<file path="src/rtl/designs_selftest_pkg.sv">
// Shared constants for the design self-test sequencer: FSM encoding,
// default parameters and a select-index width helper.
package designs_selftest_pkg;

  localparam int unsigned DEF_N_DESIGNS = 4;
  localparam int unsigned DEF_TIMEOUT   = 1000;
  localparam int unsigned DEF_TIMEOUT_W = 16;
  localparam int unsigned DEF_CONT_MODE = 0;

  localparam int unsigned STATE_W = 2;

  localparam logic [STATE_W-1:0] ST_IDLE   = 2'd0;
  localparam logic [STATE_W-1:0] ST_LAUNCH = 2'd1;
  localparam logic [STATE_W-1:0] ST_WAIT   = 2'd2;
  localparam logic [STATE_W-1:0] ST_DONE   = 2'd3;

  // Index width that stays legal for a single design.
  function automatic int unsigned idx_width(input int unsigned n);
    return (n > 32'd1) ? 32'($clog2(n)) : 32'd1;
  endfunction

endpackage

</file>
<file path="src/rtl/designs_selftest_seq_if.sv">
// Select/start/done/pass bundle between the sequencer and the designs under test.
interface designs_selftest_seq_if
  import designs_selftest_pkg::*;
#(
  parameter int unsigned N_DESIGNS = DEF_N_DESIGNS
);
  logic [N_DESIGNS-1:0] o_sel;
  logic                 o_start;
  logic [N_DESIGNS-1:0] i_done;
  logic [N_DESIGNS-1:0] i_pass;

  modport master (output o_sel, output o_start, input i_done, input i_pass);
  modport slave  (input o_sel, input o_start, output i_done, output i_pass);
endinterface

</file>
<file path="src/rtl/designs_selftest_seq_timer.sv">
// Per-design timeout counter; expired_o is high while the count sits at TIMEOUT-1.
module selftest_timer
  import designs_selftest_pkg::*;
#(
  parameter int unsigned TIMEOUT   = DEF_TIMEOUT,
  parameter int unsigned TIMEOUT_W = DEF_TIMEOUT_W
) (
  input  logic clk_i,
  input  logic rst_ni,
  input  logic load_i,
  input  logic en_i,
  output logic expired_o
);

  localparam logic [TIMEOUT_W-1:0] LAST = TIMEOUT_W'(TIMEOUT - 1);

  logic [TIMEOUT_W-1:0] cnt_q, cnt_d;
  logic                 expired_q, expired_d;

  // Saturate at the last count so expiry stays asserted.
  always_comb begin
    cnt_d = cnt_q;
    if (load_i) begin
      cnt_d = '0;
    end else if (en_i && (cnt_q != LAST)) begin
      cnt_d = cnt_q + TIMEOUT_W'(1);
    end
    expired_d = (cnt_d == LAST);
  end

  always_ff @(posedge clk_i) begin
    if (!rst_ni) begin
      cnt_q     <= '0;
      expired_q <= 1'b0;
    end else begin
      cnt_q     <= cnt_d;
      expired_q <= expired_d;
    end
  end

  assign expired_o = expired_q;

endmodule

</file>
<file path="src/rtl/designs_selftest_seq.sv">
// Sequencer that starts each design in turn, collects pass/fail with a
// per-design timeout and reports a completion-flagged result vector.
module designs_selftest_seq
  import designs_selftest_pkg::*;
#(
  parameter int unsigned N_DESIGNS = DEF_N_DESIGNS,
  parameter int unsigned TIMEOUT   = DEF_TIMEOUT,
  parameter int unsigned TIMEOUT_W = DEF_TIMEOUT_W,
  parameter int unsigned CONT_MODE = DEF_CONT_MODE
) (
  input  logic                  i_clock,
  input  logic                  i_rst_n,
  input  logic                  i_test,
  output logic                  o_busy,
  output logic [N_DESIGNS:0]    o_result,
  designs_selftest_seq_if.master bus
);

  localparam int unsigned          IDX_W    = idx_width(N_DESIGNS);
  localparam logic [IDX_W-1:0]     LAST_IDX = IDX_W'(N_DESIGNS - 1);

  logic                 test_q, test_prev_q, test_rise;
  logic [STATE_W-1:0]   state_q, state_d;
  logic [IDX_W-1:0]     idx_q, idx_d;
  logic [N_DESIGNS:0]   result_q, result_d;
  logic [N_DESIGNS-1:0] sel_q, sel_d;
  logic                 start_q, start_d;
  logic                 busy_q, busy_d;
  logic                 tmr_load, tmr_en, tmr_expired;
  logic                 cur_done;

  assign test_rise = test_q & ~test_prev_q;

  selftest_timer #(
    .TIMEOUT   (TIMEOUT),
    .TIMEOUT_W (TIMEOUT_W)
  ) u_timer (
    .clk_i     (i_clock),
    .rst_ni    (i_rst_n),
    .load_i    (tmr_load),
    .en_i      (tmr_en),
    .expired_o (tmr_expired)
  );

  always_comb begin
    state_d  = state_q;
    idx_d    = idx_q;
    result_d = result_q;
    tmr_load = 1'b0;
    tmr_en   = 1'b0;
    cur_done = 1'b0;
    case (state_q)
      ST_IDLE: begin
        if (test_rise) begin
          result_d = '0;
          idx_d    = '0;
          state_d  = ST_LAUNCH;
        end
      end
      ST_LAUNCH: begin
        tmr_load = 1'b1;
        state_d  = ST_WAIT;
      end
      ST_WAIT: begin
        tmr_en   = 1'b1;
        cur_done = bus.i_done[idx_q];
        // A done seen on the expiry cycle still counts as a real result.
        if (cur_done || tmr_expired) begin
          result_d[idx_q] = cur_done & bus.i_pass[idx_q];
          if (idx_q == LAST_IDX) begin
            result_d[N_DESIGNS] = 1'b1;
            state_d             = ST_DONE;
          end else begin
            idx_d   = idx_q + IDX_W'(1);
            state_d = ST_LAUNCH;
          end
        end
      end
      ST_DONE: begin
        if (test_rise || ((CONT_MODE != 0) && test_q)) begin
          result_d = '0;
          idx_d    = '0;
          state_d  = ST_LAUNCH;
        end
      end
      default: state_d = ST_IDLE;
    endcase

    // Outputs are registered from the next state so they line up with it.
    busy_d  = (state_d == ST_LAUNCH) || (state_d == ST_WAIT);
    start_d = (state_d == ST_LAUNCH);
    sel_d   = busy_d ? (N_DESIGNS'(1) << idx_d) : '0;
  end

  always_ff @(posedge i_clock) begin
    if (!i_rst_n) begin
      test_q      <= 1'b0;
      test_prev_q <= 1'b0;
      state_q     <= ST_IDLE;
      idx_q       <= '0;
      result_q    <= '0;
      sel_q       <= '0;
      start_q     <= 1'b0;
      busy_q      <= 1'b0;
    end else begin
      test_q      <= i_test;
      test_prev_q <= test_q;
      state_q     <= state_d;
      idx_q       <= idx_d;
      result_q    <= result_d;
      sel_q       <= sel_d;
      start_q     <= start_d;
      busy_q      <= busy_d;
    end
  end

  assign bus.o_sel   = sel_q;
  assign bus.o_start = start_q;
  assign o_busy      = busy_q;
  assign o_result    = result_q;

endmodule
</file>
<file path="src/flat_wrapper.sv">
// flat-port wrapper written by rule: the top's interface ports become plain ports
module designs_selftest_seq_flat import designs_selftest_pkg::*;
#(
  parameter int unsigned N_DESIGNS = DEF_N_DESIGNS,
  parameter int unsigned TIMEOUT   = DEF_TIMEOUT,
  parameter int unsigned TIMEOUT_W = DEF_TIMEOUT_W,
  parameter int unsigned CONT_MODE = DEF_CONT_MODE
)
  (i_clock, i_rst_n, i_test, o_busy, o_result, bus_o_sel, bus_o_start, bus_i_done, bus_i_pass);
  designs_selftest_seq_if #(.N_DESIGNS(N_DESIGNS)) bus_i ();
  input  logic i_clock;
  input  logic i_rst_n;
  input  logic i_test;
  output logic o_busy;
  output logic [N_DESIGNS:0] o_result;
  output wire logic [$bits(bus_i.o_sel)-1:0] bus_o_sel;
  output wire logic [$bits(bus_i.o_start)-1:0] bus_o_start;
  input wire logic [$bits(bus_i.i_done)-1:0] bus_i_done;
  input wire logic [$bits(bus_i.i_pass)-1:0] bus_i_pass;
  assign bus_o_sel = bus_i.o_sel;
  assign bus_o_start = bus_i.o_start;
  assign bus_i.i_done = bus_i_done;
  assign bus_i.i_pass = bus_i_pass;
  designs_selftest_seq #(.N_DESIGNS(N_DESIGNS), .TIMEOUT(TIMEOUT), .TIMEOUT_W(TIMEOUT_W), .CONT_MODE(CONT_MODE)) u_core (.i_clock(i_clock), .i_rst_n(i_rst_n), .i_test(i_test), .o_busy(o_busy), .o_result(o_result), .bus(bus_i));
endmodule
</file>
<file path="config.mk">
export PLATFORM = sky130hd
export DESIGN_NAME = designs_selftest_seq_flat
export DESIGN_NICKNAME = d
export VERILOG_FILES = /design/src/rtl/designs_selftest_pkg.sv /design/src/rtl/designs_selftest_seq_if.sv /design/src/rtl/designs_selftest_seq_timer.sv /design/src/rtl/designs_selftest_seq.sv /design/src/flat_wrapper.sv
export SDC_FILE = /design/constraint.sdc
export NUM_CORES = 1
export LEC_CHECK = 0
export BUFFER_PORTS_ARGS = -buffer_cell sky130_fd_sc_hd__buf_2
export CAP_MARGIN = 10
export CORE_UTILIZATION = 52
export DETAILED_ROUTE_END_ITERATION = 12
export GPL_TIMING_DRIVEN = 0
export PLACE_DENSITY = 0.76
export SYNTH_ARGS = -nofsm -noshare
export SYNTH_HDL_FRONTEND = slang
export SYNTH_HIERARCHICAL = 1
export SYNTH_SLANG_ARGS = --single-unit
</file>
<file path="constraint.sdc">
create_clock -name i_clock -period 2.42 [get_ports i_clock]
set_input_delay 0 -clock i_clock [delete_from_list [all_inputs] [get_ports i_clock]]
set_output_delay 0 -clock i_clock [all_outputs]
set_load 0.01 [all_outputs]
</file>
-- Word level (Yosys, flattened, before mapping)
Cells that the tools add are included.
- register bits: 34
- output and inout bits: 11
- input port bits: 11
- order comparisons: 3
- bitwise operators: 3
- shift operators: 1
- mux-type cells: 23
- reduce and logical (&&, ||, !) cells: 9
- add/sub/neg operators: 2
- equality and inequality tests: 10
- operator list (kind ; number):
    $mux W16 ; 2
    $add A16 B1 Y16 const B ; 1
    $eq A16 B10 Y1 const B ; 1
    $ne A16 B10 Y1 const B ; 1
    $mux W2 ; 6
    $mux W5 ; 2
    $pmux W5 S2 ; 1
    $eq A2 B2 Y1 const B ; 4
    $mux W1 ; 6
    $pmux W2 S3 ; 1
    $bwmux W5 ; 1
    $bmux W1 S2 ; 2
    $eq A2 B1 Y1 const B ; 2
    $lt A2 B4 Y1 const B ; 1
    $ne A2 B1 Y1 const B ; 2
    $pmux W2 S2 ; 1
    $shl A1 B2 Y4 const A ; 1
    $lt A2 B3 Y1 const B ; 1
    $reduce_and A3 Y1 ; 1
    $add A2 B1 Y2 const B ; 1
    $and A1 B1 Y1 ; 2
    $demux W1 S2 ; 1
    $ge A2 B1 Y1 const B ; 1
    $logic_and A1 B1 Y1 ; 2
    6 further kinds ; 7

-- Longest topological paths before layout
- depth in word-level cells: 8
- mapped depth: 10
- gate-level depth less buffers: 9

-- Hierarchy
Netlist, hierarchy kept.
- modules (own cells, without submodules) (module ; sequential area each (um^2) ; cells an instance ; instances ; area each (um^2)):
    selftest_timer ; 340.3 ; 117 ; 1 ; 947.2
    designs_selftest_seq ; 340.3 ; 106 ; 1 ; 903.4

-- Worst setup path after synthesis
No wires, ideal clock.
- path type: register -> register
- start point: register u_core.state_q[0]
- end point: register u_core.sel_q[2] (netlist: u_core/bus.o_sel[2])
- stages on the path, launching flop included: 11
- clock period less this slack: 2.256 ns
- path buffers: 1
- data arrival time: 2.177 ns
- setup slack: 0.164 ns
- cells stage by stage: dfxtp_1 -> inv_1 -> ha_1 -> clkbuf_1 -> o21ai_0 -> a221oi_2 -> ha_1 -> nand2b_1 -> inv_1 -> nand4_1 -> o211ai_1
- longest elaborated chain between the ends: 6
- elaborated cells on any way between the ends: 14
- RTL lines (what ; RTL line ; source):
    from (decl) ; designs_selftest_seq.sv:23 ; logic [STATE_W-1:0] state_q, state_d;
    from (signal assigned) ; designs_selftest_seq.sv:108 ; state_q <= state_d;
    $eq A2 B2 Y1 / $logic_not A2 Y1 (equally long branches) ; designs_selftest_seq.sv:52 ; case (state_q)
    $reduce_or A2 Y1 (no line) ; - ;
    $pmux W2 S3 * ; designs_selftest_seq.sv:52 ;
    via u_core.state_d[0] ; designs_selftest_seq.sv:23 ;
    $eq A2 B1 Y1 / $eq A2 B2 Y1 (equally long branches) ; designs_selftest_seq.sv:90 ; busy_d = (state_d == ST_LAUNCH) || (state_d == ST_WAIT);
    $logic_or A1 B1 Y1 * ; designs_selftest_seq.sv:90 ;
    $reduce_and A2 Y1 (no line) * ; - ;
    to (signal assigned) ; designs_selftest_seq.sv:111 ; sel_q <= sel_d;
    to (decl) ; designs_selftest_seq.sv:26 ; logic [N_DESIGNS-1:0] sel_q, sel_d;
The timed path passes the listed nets; every way through them passes the cells marked *.
A chain may end at the register's enable or synchronous reset.

-- Worst setup path in the final report
- start point: register u_core.u_timer.expired_q (netlist: u_core/u_timer/expired_o)
- end point: register u_core.sel_q[2] (netlist: u_core/bus.o_sel[2])
- longest elaborated chain between the ends: 6
- elaborated cells on any way between the ends: 10
- RTL lines (what ; RTL line ; source):
    from (decl) ; designs_selftest_seq_timer.sv:18 ; logic expired_q, expired_d;
    from (signal assigned) ; designs_selftest_seq_timer.sv:37 ; expired_q <= expired_d;
    $logic_or A1 B1 Y1 * ; designs_selftest_seq.sv:68 ; if (cur_done || tmr_expired) begin
    $mux W2 ; designs_selftest_seq.sv:68 ;
    $pmux W2 S3 ; designs_selftest_seq.sv:52 ;
    $eq A2 B1 Y1 / $eq A2 B2 Y1 (equally long branches) ; designs_selftest_seq.sv:90 ;
    $logic_or A1 B1 Y1 ; designs_selftest_seq.sv:90 ;
    $reduce_and A2 Y1 (no line) ; - ;
Mark *: on every way between the ends. The rest lies on a longest branch, timed or not.

==> out/metrics.yaml <==
r2r-end: "u_core/bus.o_sel[2]$_SDFF_PN0_"
track_usage_pct: 23.7
core.rowCount: 21
ys_seq_elements: 34
numCtsBuffers: 5
vias: 1764
nets: 269
async_flop_share_pct: 0
ant_nets: 0
rrSetupSlack_ps: 140
drc: 0
endpoint_kind: "flip-flop"
dp_worst_setup_slack_ps: -200
synth_xor_area_share_pct: 4.73
r2r-start: "u_core/u_timer/expired_o$_SDFF_PN0_"
cap_violations: 0
finalInstanceArea_mm2: 0.00220
top_usage_layer: "met1"
crit_path_start_kind: "flip-flop"
crit_type: "reg2reg"
first_global_vias: 1380
fin_ws_ps: 138
grt_max_degree: 13
synthCells: 223
die-area_mm2: 0.00380
dpl_cell_area_mm2: 0.00201
hold_class: "in2reg"
synth_flop_cell: "dfxtp_1"
status: "finished clean"
drt_iter0_drc: 100
grt_util_met3_pct: 6.51
seq_area_frac_synth_pct: 36.8
rsz0062_at_grt: "yes"
cts_buffer_depth: 2
path_clk_slew_ps: 110
cts_root_buffer: "clkbuf_4"
utilization_pct: 65.3
setup_violations: 0
grt_first_pass_wirelength_mm: 6.55
synth-edff-count: 0
final_cell_mix: "32 x dfxtp_1, 22 x buf_2, 18 x nor2_1"
antenna_found_initial: 0
maxSlewViolCount: 0
synthSimpleGateAreaFrac_pct: 28.5
ios: 22
syn_to_final_growth_pct: 18.7
clock.fmax_ghz: 0.438
tightestPinTransition_ps: 613
clock_sink_count: 34
synthMuxAreaShare_pct: 2.16
htree_levels: 2
synth_compound_area_share_pct: 21.6
crit_required_ps: 2660
die_width_um: 61.7
die_h_um: 61.7
synth_fa_ha_area_share_pct: 2.70
power.density_mw_per_mm2: 617
synth_nets: 238
gp_congestion: 0.867
ir_worst_vdd_mv: 0.413
synth_area_leaders: "dfxtp_1 37%, nor2_1 3.7%, xnor2_1 3.3%, a21oi_1 3.0%, nand3_1 3.0%"
yosys.area.top_type_share_pct: 36.8
period_share_pct: 94.3
p_leak_uw: 0.000780
crit_fanout: 5
yosysTopAreaCell: "dfxtp_1"
coreArea_mm2: 0.00336
firstDrtPassIters: 4
synth.avg_cell_area_um2: 8.30
dpl.hpwl_mm: 2.92
start_util_pct: 55.0
fill_cells: 310
period_needed_ps: 2280
drive_above_1_share_pct: 20.0
grtUsageMet1_pct: 37.4
hold_viol: 0
synth_top_family_by_area: "simple AND/OR/NAND/NOR gates"
wl_per_cell_um: 14.0
maxSlewHeadroom_pct: 59.1
use_met2_pct: 28.7
fin_setup_tns_ps: 0
yosysWarnings: 6
synth_cell_type_count: 48
routed_wl_mm: 4.23
numPortBuffers: 21
endpoint: "u_core/bus.o_sel[2]$_SDFF_PN0_"
startpoint: "u_core/u_timer/expired_o$_SDFF_PN0_"
critPathArrivalTime_ps: 2520
r2r_cells: 9
diodes: 0
syn_area_mm2: 0.00185
gr-total-overflow: 0
viasPerCell: 5.86
cts_tree: "done"
layout_commonest_cell: "dfxtp_1"
clk_latency_ps: 340
finClkSkew_ps: 14.9
[power breakdown]
group / switching (µW) / internal, µW / total [µW]
Clock: 195 / 350 / 545
Combinational: 130 / 90.9 / 221
Sequential: 10.8 / 579 / 590
Total: 336 / 1020 / 1360
[cell usage after synthesis, drive strengths merged, types with 2 or more instances]
| cell type | n |
|---|---|
| dfxtp | 34 |
| nor2 | 18 |
| nand2 | 14 |
| a21oi | 11 |
| nand3 | 11 |
| o21ai | 11 |
| clkbuf | 10 |
| nor3 | 10 |
| a31oi | 8 |
| nand4 | 7 |
| nor4 | 7 |
| xnor2 | 7 |
| inv | 6 |
| nor2b | 6 |
| a211oi | 5 |
| and2 | 5 |
| nand2b | 5 |
| a21o | 4 |
| ha | 4 |
| mux2i | 4 |
| or3 | 4 |
| and3 | 3 |
| o211ai | 3 |
| xor2 | 3 |
| a22o | 2 |
| or2 | 2 |
| or4 | 2 |
[kinds of logic (layout without fill, tap and decap cells)]
family | Yosys count | after routing
adders and majority gates | 4 | 4
and+or+nand+nor | 98 | 98
buffers and inverters | 17 | 49
DFF | 34 | 34
muxes | 4 | 4
xor gates and xnor gates | 10 | 10
AOI/OAI and AO/OA | 56 | 56
[how the worst min path moves through the flow]
stage | cells past startpoint | slack [ps] | startpoint | endpoint
floorplan | 1 | 120 | i_rst_n | u_core/idx_q[1]$_SDFF_PN0_
CTS | 4 | 9 | bus_i_pass[2] | u_core/o_result[2]$_SDFFE_PN0P_
detailed placement | 2 | 210 | i_test | u_core/test_q$_SDFF_PN0_
global route | 4 | 20 | bus_i_pass[2] | u_core/o_result[2]$_SDFFE_PN0P_
global placement | 2 | 210 | i_test | u_core/test_q$_SDFF_PN0_
finish | 4 | 10 | bus_i_pass[2] | u_core/o_result[2]$_SDFFE_PN0P_
[through the flow]
step / total power, µW / hold WS, ps / instances
after floorplan: 740 / 117 / 223
after global placement: 796 / 207 / 290
after global routing: 1420 / 16.9 / 301
after detailed placement: 796 / 214 / 290
after CTS: 1350 / 9.05 / 299
final: 1360 / 13.6 / 301
[per-layer routing]
layer	share of wire, %	vias to the layer above
met5	0	-
li1	-	891
met3	6.0	11
met4	1.8	0
met2	43	64
met1	49	798
[final cells by class]
class / instances / area, µm² / share of cell area (%)
inverters: 6 / 22.5 / 1.03
plain buffers: 10 / 46.3 / 2.11
clock inverters: 2 / 60.1 / 2.73
well taps: 46 / 57.6 / 2.62
flip-flops and latches: 34 / 683 / 31.1
multi-input cells: 172 / 1140 / 51.7
repair buffers: 25 / 140 / 6.38
clock buffers: 6 / 51.3 / 2.33
[worst max-delay path, cell delays in order (launching register included)]
cell and delay [ps]:
dfxtp_1 440, nor2_1 130, a22oi_1 350, nand3_1 170
and3_1 190, ha_1 260, nand2b_1 200, inv_2 120
nand4_1 90, o211ai_1 230
[flip-flops by register name, summed over array words and instances (netlist names)]
name / flops
u_core/test_prev_q: 1
u_core/idx_q: 2
u_core/u_timer/expired_o: 1
u_core/u_timer/cnt_q: 16
u_core/bus.o_sel: 4
u_core/test_q: 1
u_core/bus.o_start: 1
u_core/o_result: 5
u_core/o_busy: 1
u_core/state_q: 2
[what timing repair did]
item / CTS / global route
endpoints found under the setup margin: 3 / 4
pin swaps: 0 / 1
cloned: 0 / 0
endpoints found under the hold margin: 2 / 0
hold buffers: 2 / 0
resized for setup: 6 / 13
setup buffers: 0 / 2
Note: power is estimated with default switching activity, not from simulation.
